`src/rtl/dk_sound_mixer.sv`:
```
// Time-multiplexed channel mixer: per-channel Q2.6 gain, wide accumulate, 16-bit saturation.
// Define DK_MIXER_DC_BLOCK_EN to add a DC-blocking high-pass stage after saturation.
module dk_sound_mixer #(
    parameter int NUM_CH   = 4,
    parameter int GAIN_W   = 8,
    parameter int DC_SHIFT = 8
) (
    input  logic                     clk,
    input  logic                     I_RSTn,
    input  logic                     audio_clk_en,
    input  logic [NUM_CH*16-1:0]     in,
    input  logic [NUM_CH*GAIN_W-1:0] gain,
    output logic [15:0]              out,
    output logic                     out_valid,
    output logic                     clip,
    output logic                     overrun
);
    localparam int CH_W   = (NUM_CH > 1) ? $clog2(NUM_CH) : 1;
    localparam int PROD_W = 16 + GAIN_W + 1;
    localparam int ACC_W  = PROD_W + $clog2(NUM_CH);
    localparam logic signed [ACC_W-1:0] ACC_MAX = ACC_W'(32767);
    localparam logic signed [ACC_W-1:0] ACC_MIN = ~ACC_MAX;

`ifdef DK_MIXER_DC_BLOCK_EN
    typedef enum logic [1:0] {IDLE, ACCUM, SCALE, DCBLK} state_t;
`else
    typedef enum logic [1:0] {IDLE, ACCUM, SCALE} state_t;
`endif

    state_t                   state_q, state_d;
    logic [CH_W-1:0]          ch_q, ch_d;
    logic signed [ACC_W-1:0]  acc_q, acc_d;
    logic signed [15:0]       snap_in_q [NUM_CH];
    logic signed [15:0]       snap_in_d [NUM_CH];
    logic [GAIN_W-1:0]        snap_gain_q [NUM_CH];
    logic [GAIN_W-1:0]        snap_gain_d [NUM_CH];
    logic [15:0]              out_q, out_d;
    logic                     out_valid_q, out_valid_d;
    logic                     clip_q, clip_d;
    logic                     overrun_q, overrun_d;

    logic signed [PROD_W-1:0] prod;
    logic signed [ACC_W-1:0]  scaled;
    logic signed [15:0]       sat_val;
    logic                     sat_clip;

`ifdef DK_MIXER_DC_BLOCK_EN
    localparam logic signed [19:0] Y_MAX = 20'sd32767;
    localparam logic signed [19:0] Y_MIN = -20'sd32768;

    // x/y history stays 20 bits wide so the filter state never sees clamping.
    logic signed [15:0] x_q, x_d;
    logic               scale_clip_q, scale_clip_d;
    logic signed [19:0] x_prev_q, x_prev_d;
    logic signed [19:0] y_prev_q, y_prev_d;
    logic signed [19:0] dc_y;
    logic signed [15:0] dc_val;
    logic               dc_clip;

    always_comb begin
        dc_y    = 20'(x_q) - x_prev_q + y_prev_q - (y_prev_q >>> DC_SHIFT);
        dc_clip = (dc_y > Y_MAX) || (dc_y < Y_MIN);
        if (dc_y > Y_MAX)      dc_val = 16'h7fff;
        else if (dc_y < Y_MIN) dc_val = 16'h8000;
        else                   dc_val = dc_y[15:0];
    end
`endif

    // Gain is unsigned Q2.6: zero-extend before the signed multiply, drop 6 fraction bits after.
    always_comb begin
        prod     = PROD_W'(snap_in_q[ch_q]) * PROD_W'($signed({1'b0, snap_gain_q[ch_q]}));
        scaled   = acc_q >>> 6;
        sat_clip = (scaled > ACC_MAX) || (scaled < ACC_MIN);
        if (scaled > ACC_MAX)      sat_val = 16'h7fff;
        else if (scaled < ACC_MIN) sat_val = 16'h8000;
        else                       sat_val = scaled[15:0];
    end

    // NOTE: every *_d gets its hold/idle value first so no path can infer a latch.
    always_comb begin
        state_d     = state_q;
        ch_d        = ch_q;
        acc_d       = acc_q;
        snap_in_d   = snap_in_q;
        snap_gain_d = snap_gain_q;
        out_d       = out_q;
        out_valid_d = 1'b0;
        clip_d      = 1'b0;
        overrun_d   = audio_clk_en && (state_q != IDLE);
`ifdef DK_MIXER_DC_BLOCK_EN
        x_d          = x_q;
        scale_clip_d = scale_clip_q;
        x_prev_d     = x_prev_q;
        y_prev_d     = y_prev_q;
`endif
        case (state_q)
            IDLE: begin
                if (audio_clk_en) begin
                    for (int k = 0; k < NUM_CH; k++) begin
                        snap_in_d[k]   = in[16*k +: 16];
                        snap_gain_d[k] = gain[GAIN_W*k +: GAIN_W];
                    end
                    acc_d   = '0;
                    ch_d    = '0;
                    state_d = ACCUM;
                end
            end
            ACCUM: begin
                acc_d = acc_q + ACC_W'(prod);
                ch_d  = ch_q + CH_W'(1);
                if (ch_q == CH_W'(NUM_CH - 1)) state_d = SCALE;
            end
            SCALE: begin
`ifdef DK_MIXER_DC_BLOCK_EN
                x_d          = sat_val;
                scale_clip_d = sat_clip;
                state_d      = DCBLK;
`else
                out_d       = sat_val;
                clip_d      = sat_clip;
                out_valid_d = 1'b1;
                state_d     = IDLE;
`endif
            end
`ifdef DK_MIXER_DC_BLOCK_EN
            DCBLK: begin
                x_prev_d    = 20'(x_q);
                y_prev_d    = dc_y;
                out_d       = dc_val;
                clip_d      = scale_clip_q | dc_clip;
                out_valid_d = 1'b1;
                state_d     = IDLE;
            end
`endif
            default: state_d = IDLE;
        endcase
    end

    // NOTE: state updates use non-blocking assignments so every flop samples pre-edge values.
    always_ff @(posedge clk or negedge I_RSTn) begin
        if (!I_RSTn) begin
            state_q     <= IDLE;
            ch_q        <= '0;
            acc_q       <= '0;
            // NOTE: snapshot arrays are reset too, so a mid-mix reset leaves no stale sample behind.
            for (int k = 0; k < NUM_CH; k++) begin
                snap_in_q[k]   <= '0;
                snap_gain_q[k] <= '0;
            end
            out_q       <= '0;
            out_valid_q <= 1'b0;
            clip_q      <= 1'b0;
            overrun_q   <= 1'b0;
`ifdef DK_MIXER_DC_BLOCK_EN
            x_q          <= '0;
            scale_clip_q <= 1'b0;
            x_prev_q     <= '0;
            y_prev_q     <= '0;
`endif
        end else begin
            state_q     <= state_d;
            ch_q        <= ch_d;
            acc_q       <= acc_d;
            snap_in_q   <= snap_in_d;
            snap_gain_q <= snap_gain_d;
            out_q       <= out_d;
            out_valid_q <= out_valid_d;
            clip_q      <= clip_d;
            overrun_q   <= overrun_d;
`ifdef DK_MIXER_DC_BLOCK_EN
            x_q          <= x_d;
            scale_clip_q <= scale_clip_d;
            x_prev_q     <= x_prev_d;
            y_prev_q     <= y_prev_d;
`endif
        end
    end

    assign out       = out_q;
    assign out_valid = out_valid_q;
    assign clip      = clip_q;
    assign overrun   = overrun_q;

endmodule

```
`config.mk`:
```
export PLATFORM = sky130hd
export DESIGN_NAME = dk_sound_mixer
export DESIGN_NICKNAME = d
export VERILOG_FILES = /design/src/rtl/dk_sound_mixer.sv
export SDC_FILE = /design/constraint.sdc
export NUM_CORES = 1
export LEC_CHECK = 0
export ABC_AREA = 1
export CAP_MARGIN = 40
export CORE_MARGIN = 1.5
export CORE_UTILIZATION = 28
export DETAILED_ROUTE_END_ITERATION = 8
export PLACE_DENSITY_LB_ADDON = 0.25
export SYNTH_ARGS = -nofsm -noshare
export SYNTH_HDL_FRONTEND = slang
export SYNTH_SLANG_ARGS = --single-unit
```
`constraint.sdc`:
```
create_clock -name clk -period 6.4 [get_ports clk]
set_clock_uncertainty 0.2 [all_clocks]
set_input_delay 1.6 -clock clk [delete_from_list [all_inputs] [get_ports clk]]
set_output_delay 1.6 -clock clk [all_outputs]
set_load 0.005 [all_outputs]
```
==> results of run 1 <==
-- layer usage --
metal / part of all wire, % / global-route usage, % / vias to the layer above
met5: 0 / 0 / -
li1: - / - / 5036
met1: 51 / 21.2 / 4693
met4: 1.6 / 3.97 / 0
met3: 2.9 / 2.48 / 35
met2: 45 / 23.7 / 176
-- worst max-delay path: stages (launching register included) --
cell and delay (ns):
dfrtp_1 0.46, inv_4 0.20, nand2_1 0.10, a32oi_2 0.26, inv_2 0.11, nor2_1 0.19
inv_1 0.12, fa_1 0.72, fa_1 0.47, inv_1 0.09, fa_1 0.45, fa_1 0.54
inv_1 0.05, fa_1 0.49, inv_1 0.04, ha_1 0.38, nand2_1 0.16, nor2_1 0.23
and2_1 0.18, nand3_1 0.12, nand3_1 0.12, nand2_1 0.05, nand3_1 0.06, o21ai_1 0.07
-- timing repair --
action                                  CTS  global route
endpoints found under the hold margin     0             0
buffers inserted                          0             1
endpoints found under the setup margin    0             4
gates resized for setup                   0             5
-- flip-flops by register name, indices dropped and copies added (netlist names) --
name and count:
snap_gain_q 32, out 16, out_valid 1, overrun 1
state_q 2, snap_in_q 64, ch_q 2, clip 1
acc_q 27
-- synthesized netlist by cell type --
master,count,share of area (%)
a21o_1,1,0.060
a21oi_1,64,2.6
a21oi_2,1,0.070
a22o_1,2,0.14
a32o_1,1,0.080
a32oi_1,2,0.14
a32oi_2,20,2.6
and2_1,2,0.10
buf_1,1,0.030
buf_2,14,0.56
buf_4,17,1.0
buf_6,8,0.72
buf_8,1,0.12
clkbuf_1,10,0.30
dfrtp_1,146,29
fa_1,127,20
ha_1,60,6.0
inv_1,274,8.2
inv_2,21,0.63
inv_4,1,0.050
nand2_1,605,18
nand2_2,3,0.15
nand2_4,1,0.090
nand3_1,34,1.4
nand3b_1,1,0.060
nand4_1,7,0.35
nor2_1,119,3.6
nor2_2,14,0.70
nor2_4,2,0.18
nor3_1,3,0.12
nor4_1,1,0.050
o21ai_0,24,0.96
o21ai_1,10,0.40
o21bai_1,1,0.060
o22ai_1,4,0.20
or2_0,1,0.050
or2_1,1,0.050
xnor2_1,2,0.14
xor2_1,3,0.21
-- final timing paths --
check                                               from                          to  slack, ns  depth (start not counted)
min in group asynchronous                         I_RSTn        acc_q[9]$_DFFE_PN0P_       0.96                          1
worst max-delay path                 ch_q[0]$_DFFE_PN0P_       acc_q[21]$_DFFE_PN0P_       0.42                         23
max in group asynchronous                         I_RSTn  snap_gain_q[7]$_DFFE_PN0P_       3.91                          2
worst min register to register  snap_in_q[6]$_DFFE_PN0P_    snap_in_q[6]$_DFFE_PN0P_       0.28                          2
worst max register to register       ch_q[0]$_DFFE_PN0P_       acc_q[21]$_DFFE_PN0P_       0.42                         23
worst min-delay path            snap_in_q[6]$_DFFE_PN0P_    snap_in_q[6]$_DFFE_PN0P_       0.28                          2
-- cells in the final DEF (no fill, tap or decap), types with 2 or more instances in the layout --
cell type,synthesis,routed
nand3_1,34,34
inv_1,274,273
nand2_1,605,605
nor2_4,2,2
clkinvlp_4,0,4
inv_4,1,2
inv_2,21,21
buf_6,8,2
nor2_1,119,119
and2_1,2,2
xnor2_1,2,2
a32oi_1,2,2
dfrtp_1,146,146
clkdlybuf4s50_1,0,116
o21ai_1,10,10
clkbuf_16,0,17
buf_4,17,16
xor2_1,3,3
o21ai_0,24,24
a21oi_1,64,64
fa_1,127,126
inv_6,0,2
nor3_1,3,3
bufinv_16,0,2
clkbuf_8,0,2
a32oi_2,20,19
nand2_2,3,3
nor2_2,14,14
buf_12,0,2
o22ai_1,4,4
nand4_1,7,7
ha_1,60,60
a22o_1,2,2
-- cell type report --
type | instances | area [sq um] | share of cell area (%)
Inverter | 296 | 1120 | 7.51
Clock buffer | 20 | 457 | 3.07
Tap cell | 592 | 741 | 4.99
Timing Repair Buffer | 137 | 1370 | 9.23
Multi-Input combinational cell | 1116 | 7390 | 49.7
Sequential cell | 146 | 3650 | 24.6
Clock inverter | 10 | 128 | 0.859
-- metrics by stage --
stage | std cells | util [%] | worst slack [ns]
global placement | 2284 | 32.2 | 0.347
global route | 2317 | 33.7 | 0.0136
floorplan | 1609 | - | 0.859
CTS | 2316 | 33.6 | 0.286
finish | 2317 | 33.7 | 0.417
detailed placement | 2286 | 32.3 | 0.293
-- logic make-up (layout without fill, tap and decap cells) --
family,count (synthesis),after routing,synth area share (%)
buffers and inverters,347,463,11.7
xor gates and xnor gates,5,5,0.351
and+or+nand+nor,794,794,25.0
adders and majority gates,187,187,26.4
DFF,146,146,29.3
AOI/OAI and AO/OA,130,130,7.29
==> results_dict.tcl, run 1 <==
set metrics [dict create \
    status "finished clean" \
    drt_first_iter_violations 627 \
    die_h_um 214 \
    coreArea_sq_um 44100 \
    clk_latency_ns 0.45 \
    setup_tns_ns 0 \
    grt_max_degree 97 \
    hp-class "flop to flop" \
    std_cell_rows 77 \
    drt-pass1-iter-count 5 \
    die_width_um 214 \
    synthesis.area_sq_um 12500 \
    holdWs_ns 0.282 \
    slew_headroom_pct 41.4 \
    netlist_instances 1609 \
    max_freq_mhz 167 \
    antenna_found_initial 0 \
    hpwlAfterDp_um 26400 \
    worst-setup-path-type "flop to flop" \
    rsz0062_at_grt "no" \
    cts.clk_slew.worst_paths_ns 0.06 \
    wire_per_inst_um 14.2 \
    crit_required_ns 6.52 \
    seq_area_frac_synth_pct 29.3 \
    area_delta_synth_final_pct 19.0 \
    clk_path_buf_depth 2 \
    worst-path-max-fanout 19 \
    routed_wl_um 32900 \
    design_area_sq_um 14900 \
    num_io_pins 118 \
    die_area_sq_um 45900 \
    gp_congestion 0.893 \
    grt_overflow 0 \
    cts_tree "done" \
    syn_nets 1895 \
    vias 9940 \
    avgSynthCellArea_sq_um 7.76 \
    fill_cells 4788 \
    grt_pass1_wl_um 54900 \
    htreeDepth 4 \
    n_antenna_cell 0 \
    vias_per_cell 4.29 \
    drv_slew 0 \
    drc 0 \
    cts_buffers 17 \
    layout-drive-gt1-share_pct 6.67 \
    postPlaceCellArea_sq_um 14200 \
    ant_nets 0 \
    tightest_slew_ns 0.879 \
    grt_pass1_vias 10437 \
    finalCriticalPeriod_ns 5.98 \
    critPathCaptureType "flop" \
    yosys_warnings 0 \
    hold_viol 0 \
    io_buffers 117 \
    cap_violations 0 \
    timing.final.crit_share_pct 93.5 \
    grt_usage_pct 15.0 \
    synth-seq-cells 146 \
    setup-violations-final 0 \
    clock_sinks 146 \
    critPathArrivalTime_ns 6.10 \
    nNetsFinal 2000 \
    root_buffer "clkbuf_16" \
    yosysUniqueCellTypes 39 \
    ctsHoldBuffers 0 \
    start_kind "flop" \
    initial_utilization_pct 28.3 \
]
Power of run 1 is not shown: default switching activity piles up to over one toggle a cycle in this logic, so the estimate is an artifact.
==> run 2: changes to the inputs <==
- CORE_MARGIN: 1.5 -> 2
==> run 2 against run 1 <==
  * Clock-buffer cell count shrank 2
  * Via count is 1.7% higher
  * First-iteration DRC count increased by 4.3%
  * Critical path depth unchanged
  * Non-clock buffer count fell by 1
  * Global-route usage hardly changed
  * Register-to-register slack about the same
  * Die area is 0.94% higher
  * Critical endpoint is now acc_q[24]$_DFFE_PN0P_
==> results_dict.tcl, run 2 (synthesized netlist as in run 1, its figures left out) <==
set metrics [dict create \
    status "finished clean" \
    vias 10106 \
    cts_tree "done" \
    cpMostUsedCell "nand2_1" \
    drt-pass1-iter-count 5 \
    layout-drive-gt1-share_pct 6.78 \
    tightest_slew_ns 0.881 \
    fill_cells 4800 \
    cts.clk_slew.worst_paths_ns 0.07 \
    finalCriticalPeriod_ns 5.97 \
    cap_violations 0 \
    reg_top3 "snap_in_q x64, snap_gain_q x32, acc_q x27" \
    clk_latency_ns 0.45 \
    final_common_cell "nand2_1" \
    grt_pass1_wl_um 55500 \
    num_io_pins 118 \
    worst-setup-path-type "flop to flop" \
    io_buffers 117 \
    crit_slowest_cell "fa_1" \
    ctsHoldBuffers 0 \
    final_cell_mix "nand2_1, inv_1, dfrtp_1" \
    cp.buffers_inverters 6 \
    grt_overflow 0 \
    vias_per_cell 4.36 \
    crit_family "adder cells" \
    die_width_um 215 \
    slew_headroom_pct 41.3 \
    critPathArrivalTime_ns 6.12 \
    htreeDepth 4 \
    area_delta_synth_final_pct 19.0 \
    grt_usage_pct 15.0 \
    die_h_um 215 \
    gp_congestion 0.883 \
    hold_viol 0 \
    nNetsFinal 1999 \
    coreArea_sq_um 44100 \
    crit_chain "inv_4, buf_12, nand2_1, a32oi_2, nand2_1, fa_1, inv_1, fa_1, fa_1, fa_1, inv_1, fa_1, inv_1, ha_1, nand2_1, nor2_1, inv_1, nor3_1, nand2_1, nand3_1, nand2_1, nand3_1, nand2_1" \
    clk_path_buf_depth 2 \
    root_buffer "clkbuf_16" \
    clock_sinks 146 \
    rsz0062_at_grt "no" \
    routed_wl_um 33200 \
    worst-path-max-fanout 30 \
    drt_first_iter_violations 654 \
    std_cell_rows 77 \
    setup_tns_ns 0 \
    crit_required_ns 6.54 \
    ant_nets 0 \
    cts_buffers 17 \
    wire_per_inst_um 14.3 \
    critPathCaptureType "flop" \
    start_kind "flop" \
    grt_pass1_vias 10623 \
    largest_reg_flops 64 \
    grt_max_degree 97 \
    n_antenna_cell 0 \
    critPathMaxStageDelay_ns 0.57 \
    hpwlAfterDp_um 26500 \
    drc 0 \
    drv_slew 0 \
    hp-class "flop to flop" \
    antenna_found_initial 0 \
    die_area_sq_um 46300 \
    timing.final.crit_share_pct 93.4 \
    initial_utilization_pct 28.3 \
    setup-violations-final 0 \
    regMostFlops "snap_in_q" \
    max_freq_mhz 167 \
]
==> run 2: changes by cell type in the layout (fill, tap and decap cells not counted), sizes merged <==
cell      previous run  this run
clkinv               1         4
clkbuf              20        18
inv                299       301
buf                 21        20
bufinv               2         1
clkinvlp             4         3
==> run 2: metrics by stage <==
stage	hold WS [ns]	utilization (%)	worst slack, ns	cells	instance area (sq um)
floorplan	0.244	-	0.859	1609	12500
global placement	0.263	32.2	0.267	2283	14200
detailed placement	0.265	32.3	0.237	2286	14300
CTS	0.283	33.6	0.231	2317	14800
global route	0.295	33.7	0.0212	2317	14900
finish	0.279	33.7	0.425	2317	14900
==> run 2: final timing paths <==
check                                           from                           to  slack (ns)  depth (start not counted)
hold reg to reg            snap_in_q[25]$_DFFE_PN0P_    snap_in_q[25]$_DFFE_PN0P_        0.28                          2
setup reg to reg                 ch_q[0]$_DFFE_PN0P_        acc_q[24]$_DFFE_PN0P_        0.43                         23
setup / recovery                 ch_q[0]$_DFFE_PN0P_        acc_q[24]$_DFFE_PN0P_        0.43                         23
min in group asynchronous                     I_RSTn  snap_gain_q[26]$_DFFE_PN0P_        0.78                          1
hold / removal             snap_in_q[25]$_DFFE_PN0P_    snap_in_q[25]$_DFFE_PN0P_        0.28                          2
max in group asynchronous                     I_RSTn         acc_q[6]$_DFFE_PN0P_        3.76                          3
==> run 2: layout make-up <==
cell class | instances | area, sq um | share of cell area (%)
Sequential cell | 146 | 3650 | 24.6
Inverter | 296 | 1120 | 7.51
Clock buffer | 18 | 429 | 2.89
Timing Repair Buffer | 136 | 1380 | 9.32
Tap cell | 592 | 741 | 4.99
Multi-Input combinational cell | 1116 | 7400 | 49.8
Clock inverter | 13 | 126 | 0.851
==> run 2: layer usage <==
metal / vias to the layer above / part of all wire [%] / GRT usage [%]
met1: 4806 / 50 / 21.4
met2: 222 / 44 / 23.6
li1: 5041 / - / -
met4: 0 / 1.9 / 4.09
met3: 37 / 4.1 / 2.36
met5: - / 0 / 0
==> run 2: timing repair <==
item / in CTS / in global routing
resized for setup: 0 / 8
setup buffers: 0 / 0
setup endpoints to repair: 0 / 11
==> run 2: worst reg2reg max path: stages (launching register included) <==
cell and delay (ns):
dfrtp_1 0.47, inv_4 0.21, buf_12 0.21, nand2_1 0.13, a32oi_2 0.40, nand2_1 0.14
fa_1 0.57, inv_1 0.06, fa_1 0.53, fa_1 0.45, fa_1 0.55, inv_1 0.05
fa_1 0.49, inv_1 0.04, ha_1 0.36, nand2_1 0.13, nor2_1 0.21, inv_1 0.10
nor3_1 0.20, nand2_1 0.10, nand3_1 0.08, nand2_1 0.05, nand3_1 0.07, nand2_1 0.06
Power of run 2 is left out for the same reason.
==> run 3: changes to the inputs <==
- CELL_PAD_IN_SITES_DETAIL_PLACEMENT: default -> 1
- CELL_PAD_IN_SITES_GLOBAL_PLACEMENT: default -> 1
- PLACE_DENSITY: default -> 0.52
- PLACE_DENSITY_LB_ADDON: 0.25 -> default
==> run 3 against run 2 <==
  * Register-to-register slack got worse by 0.04 ns
  * Largest cell class unchanged
  * Final cell count increased by 0.56%
  * Fmax down 0.68%
  * Global-route usage up 2.8 points
  * Sequential share of layout area down 0.21 points
  * Critical path depth rose by 1
==> results_dict.tcl, run 3 (synthesized netlist as in run 1, its figures left out) <==
set metrics [dict create \
    max_freq_mhz 166 \
    drt-pass1-iter-count 4 \
    worst-path-max-fanout 28 \
    globalRouteMet3Util_pct 2.12 \
    final_common_cell "nand2_1" \
    cts_tree "done" \
    cap_violations 0 \
    antenna_found_initial 0 \
    area_delta_synth_final_pct 20.0 \
    worst_slack_ns 0.385 \
    io_buffers 117 \
    grtUsageMet2_pct 30.3 \
    r2r-start "ch_q[0]$_DFFE_PN0P_" \
    clock_sinks 146 \
    critPathCaptureType "flop" \
    num_io_pins 118 \
    holdWs_ns 0.281 \
    cp.buffers_inverters 6 \
    worst-setup-path-type "flop to flop" \
    reg_top3 "snap_in_q x64, snap_gain_q x32, acc_q x27" \
    regMostFlops "snap_in_q" \
    grt_max_degree 86 \
    initial_utilization_pct 28.3 \
    setup-violations-final 0 \
    drt_first_iter_violations 412 \
    ant_nets 0 \
    final_cell_mix "nand2_1, inv_1, dfrtp_1" \
    vias_per_cell 4.40 \
    finalCoreUtilization_pct 34.0 \
    die_width_um 215 \
    fill_cells 5419 \
    crit_chain "buf_6, nand2_1, a32oi_4, nand2_1, fa_1, inv_1, fa_1, inv_1, fa_1, inv_1, fa_1, inv_1, fa_1, inv_1, ha_1, nand2_1, nor2_1, nand3_1, nand3_1, nand3_1, nand2_1, nand2_1, nand3_1, nand2_1" \
    nNetsFinal 2011 \
    whs_path_depth 2 \
    cts_buffers 17 \
    routed_wl_um 38700 \
    die_h_um 215 \
    finalCriticalPeriod_ns 6.02 \
    grt_usage_pct 17.8 \
    timing.final.crit_share_pct 94.0 \
    largest_reg_flops 64 \
    crit_required_ns 6.55 \
    std_cell_rows 77 \
    gp_congestion 0.796 \
    status "finished clean" \
    hpwlAfterDp_um 31900 \
    start_kind "flop" \
    critPathArrivalTime_ns 6.17 \
    hold_viol 0 \
    grt_util_met1_pct 24.2 \
    htreeDepth 4 \
    grt_pass1_vias 11539 \
    drv_slew 0 \
    reg2reg_depth 24 \
    wire_per_inst_um 16.6 \
    crit_family "adder cells" \
    whs_endpoint "snap_gain_q[17]$_DFFE_PN0P_" \
    cts.clk_slew.worst_paths_ns 0.07 \
    die_area_sq_um 46300 \
    pre_cts_slack_ns -0.0118 \
    slew_headroom_pct 49.8 \
    grt_overflow 0 \
    cpMostUsedCell "nand2_1" \
    layout-drive-gt1-share_pct 8.06 \
    crit_slowest_cell "fa_1" \
    path_depth 24 \
    grt_pass1_wl_um 64200 \
    n_antenna_cell 0 \
    setup_tns_ns 0 \
    critPathMaxStageDelay_ns 0.55 \
    vias 10247 \
    r2r_slack_ns 0.38 \
    drc 0 \
    r2r_end "acc_q[16]$_DFFE_PN0P_" \
    tightest_slew_ns 0.752 \
    clk_path_buf_depth 2 \
    root_buffer "clkbuf_16" \
    coreArea_sq_um 44100 \
    min_from "snap_gain_q[17]$_DFFE_PN0P_" \
    clk_latency_ns 0.46 \
    grt_most_used_layer "met2" \
    hp-class "flop to flop" \
]
run 3: routing by layer:
metal / up-vias / wire length, um
li1: 5064 / -
met1: 5058 / 19000
met2: 104 / 18400
met3: 21 / 798
met4: 0 / 436
met5: - / 0
run 3: worst max path at each step:
stage / start / end / slack [ns]
final: ch_q[0]$_DFFE_PN0P_ / acc_q[16]$_DFFE_PN0P_ / 0.38
after global routing: ch_q[1]$_DFFE_PN0P_ / acc_q[16]$_DFFE_PN0P_ / -0.001
after CTS: ch_q[1]$_DFFE_PN0P_ / acc_q[18]$_DFFE_PN0P_ / 0.03
after detailed placement: ch_q[1]$_DFFE_PN0P_ / acc_q[18]$_DFFE_PN0P_ / -0.01
after global placement: ch_q[1]$_DFFE_PN0P_ / acc_q[18]$_DFFE_PN0P_ / 0.09
after floorplan: ch_q[0]$_DFFE_PN0P_ / acc_q[26]$_DFFE_PN0P_ / 0.86
run 3: layout make-up:
| class | instances | area [sq um] | share of cell area (%) |
|---|---|---|---|
| flip-flops and latches | 146 | 3650 | 24.4 |
| clock inverters | 15 | 165 | 1.10 |
| multi-input cells | 1116 | 7420 | 49.5 |
| inverters | 296 | 1120 | 7.46 |
| well taps | 592 | 741 | 4.94 |
| clock buffers | 17 | 425 | 2.84 |
| repair buffers | 148 | 1460 | 9.72 |
run 3: through the flow:
step / instances / instance area, sq um
2_1_floorplan: 1609 / 12500
4_1_cts: 2328 / 14900
3_3_place_gp: 2292 / 14300
5_1_grt: 2330 / 15000
6_report: 2330 / 15000
3_5_place_dp: 2295 / 14300
run 3: worst min-delay path, delay by kind of cell, from the launching register on:
family / cells / cell delay [ns]
DFF: 1 / 0.34
and+or+nand+nor: 2 / 0.10
run 3: what timing repair did:
action | in CTS | in global routing
buffers inserted | 1 | 2
endpoints found under the setup margin | 2 | 17
hold buffers | 0 | 0
pin swaps | 1 | 2
gates resized for setup | 0 | 17
endpoints found under the hold margin | 0 | 0
Power of run 3 is left out for the same reason.
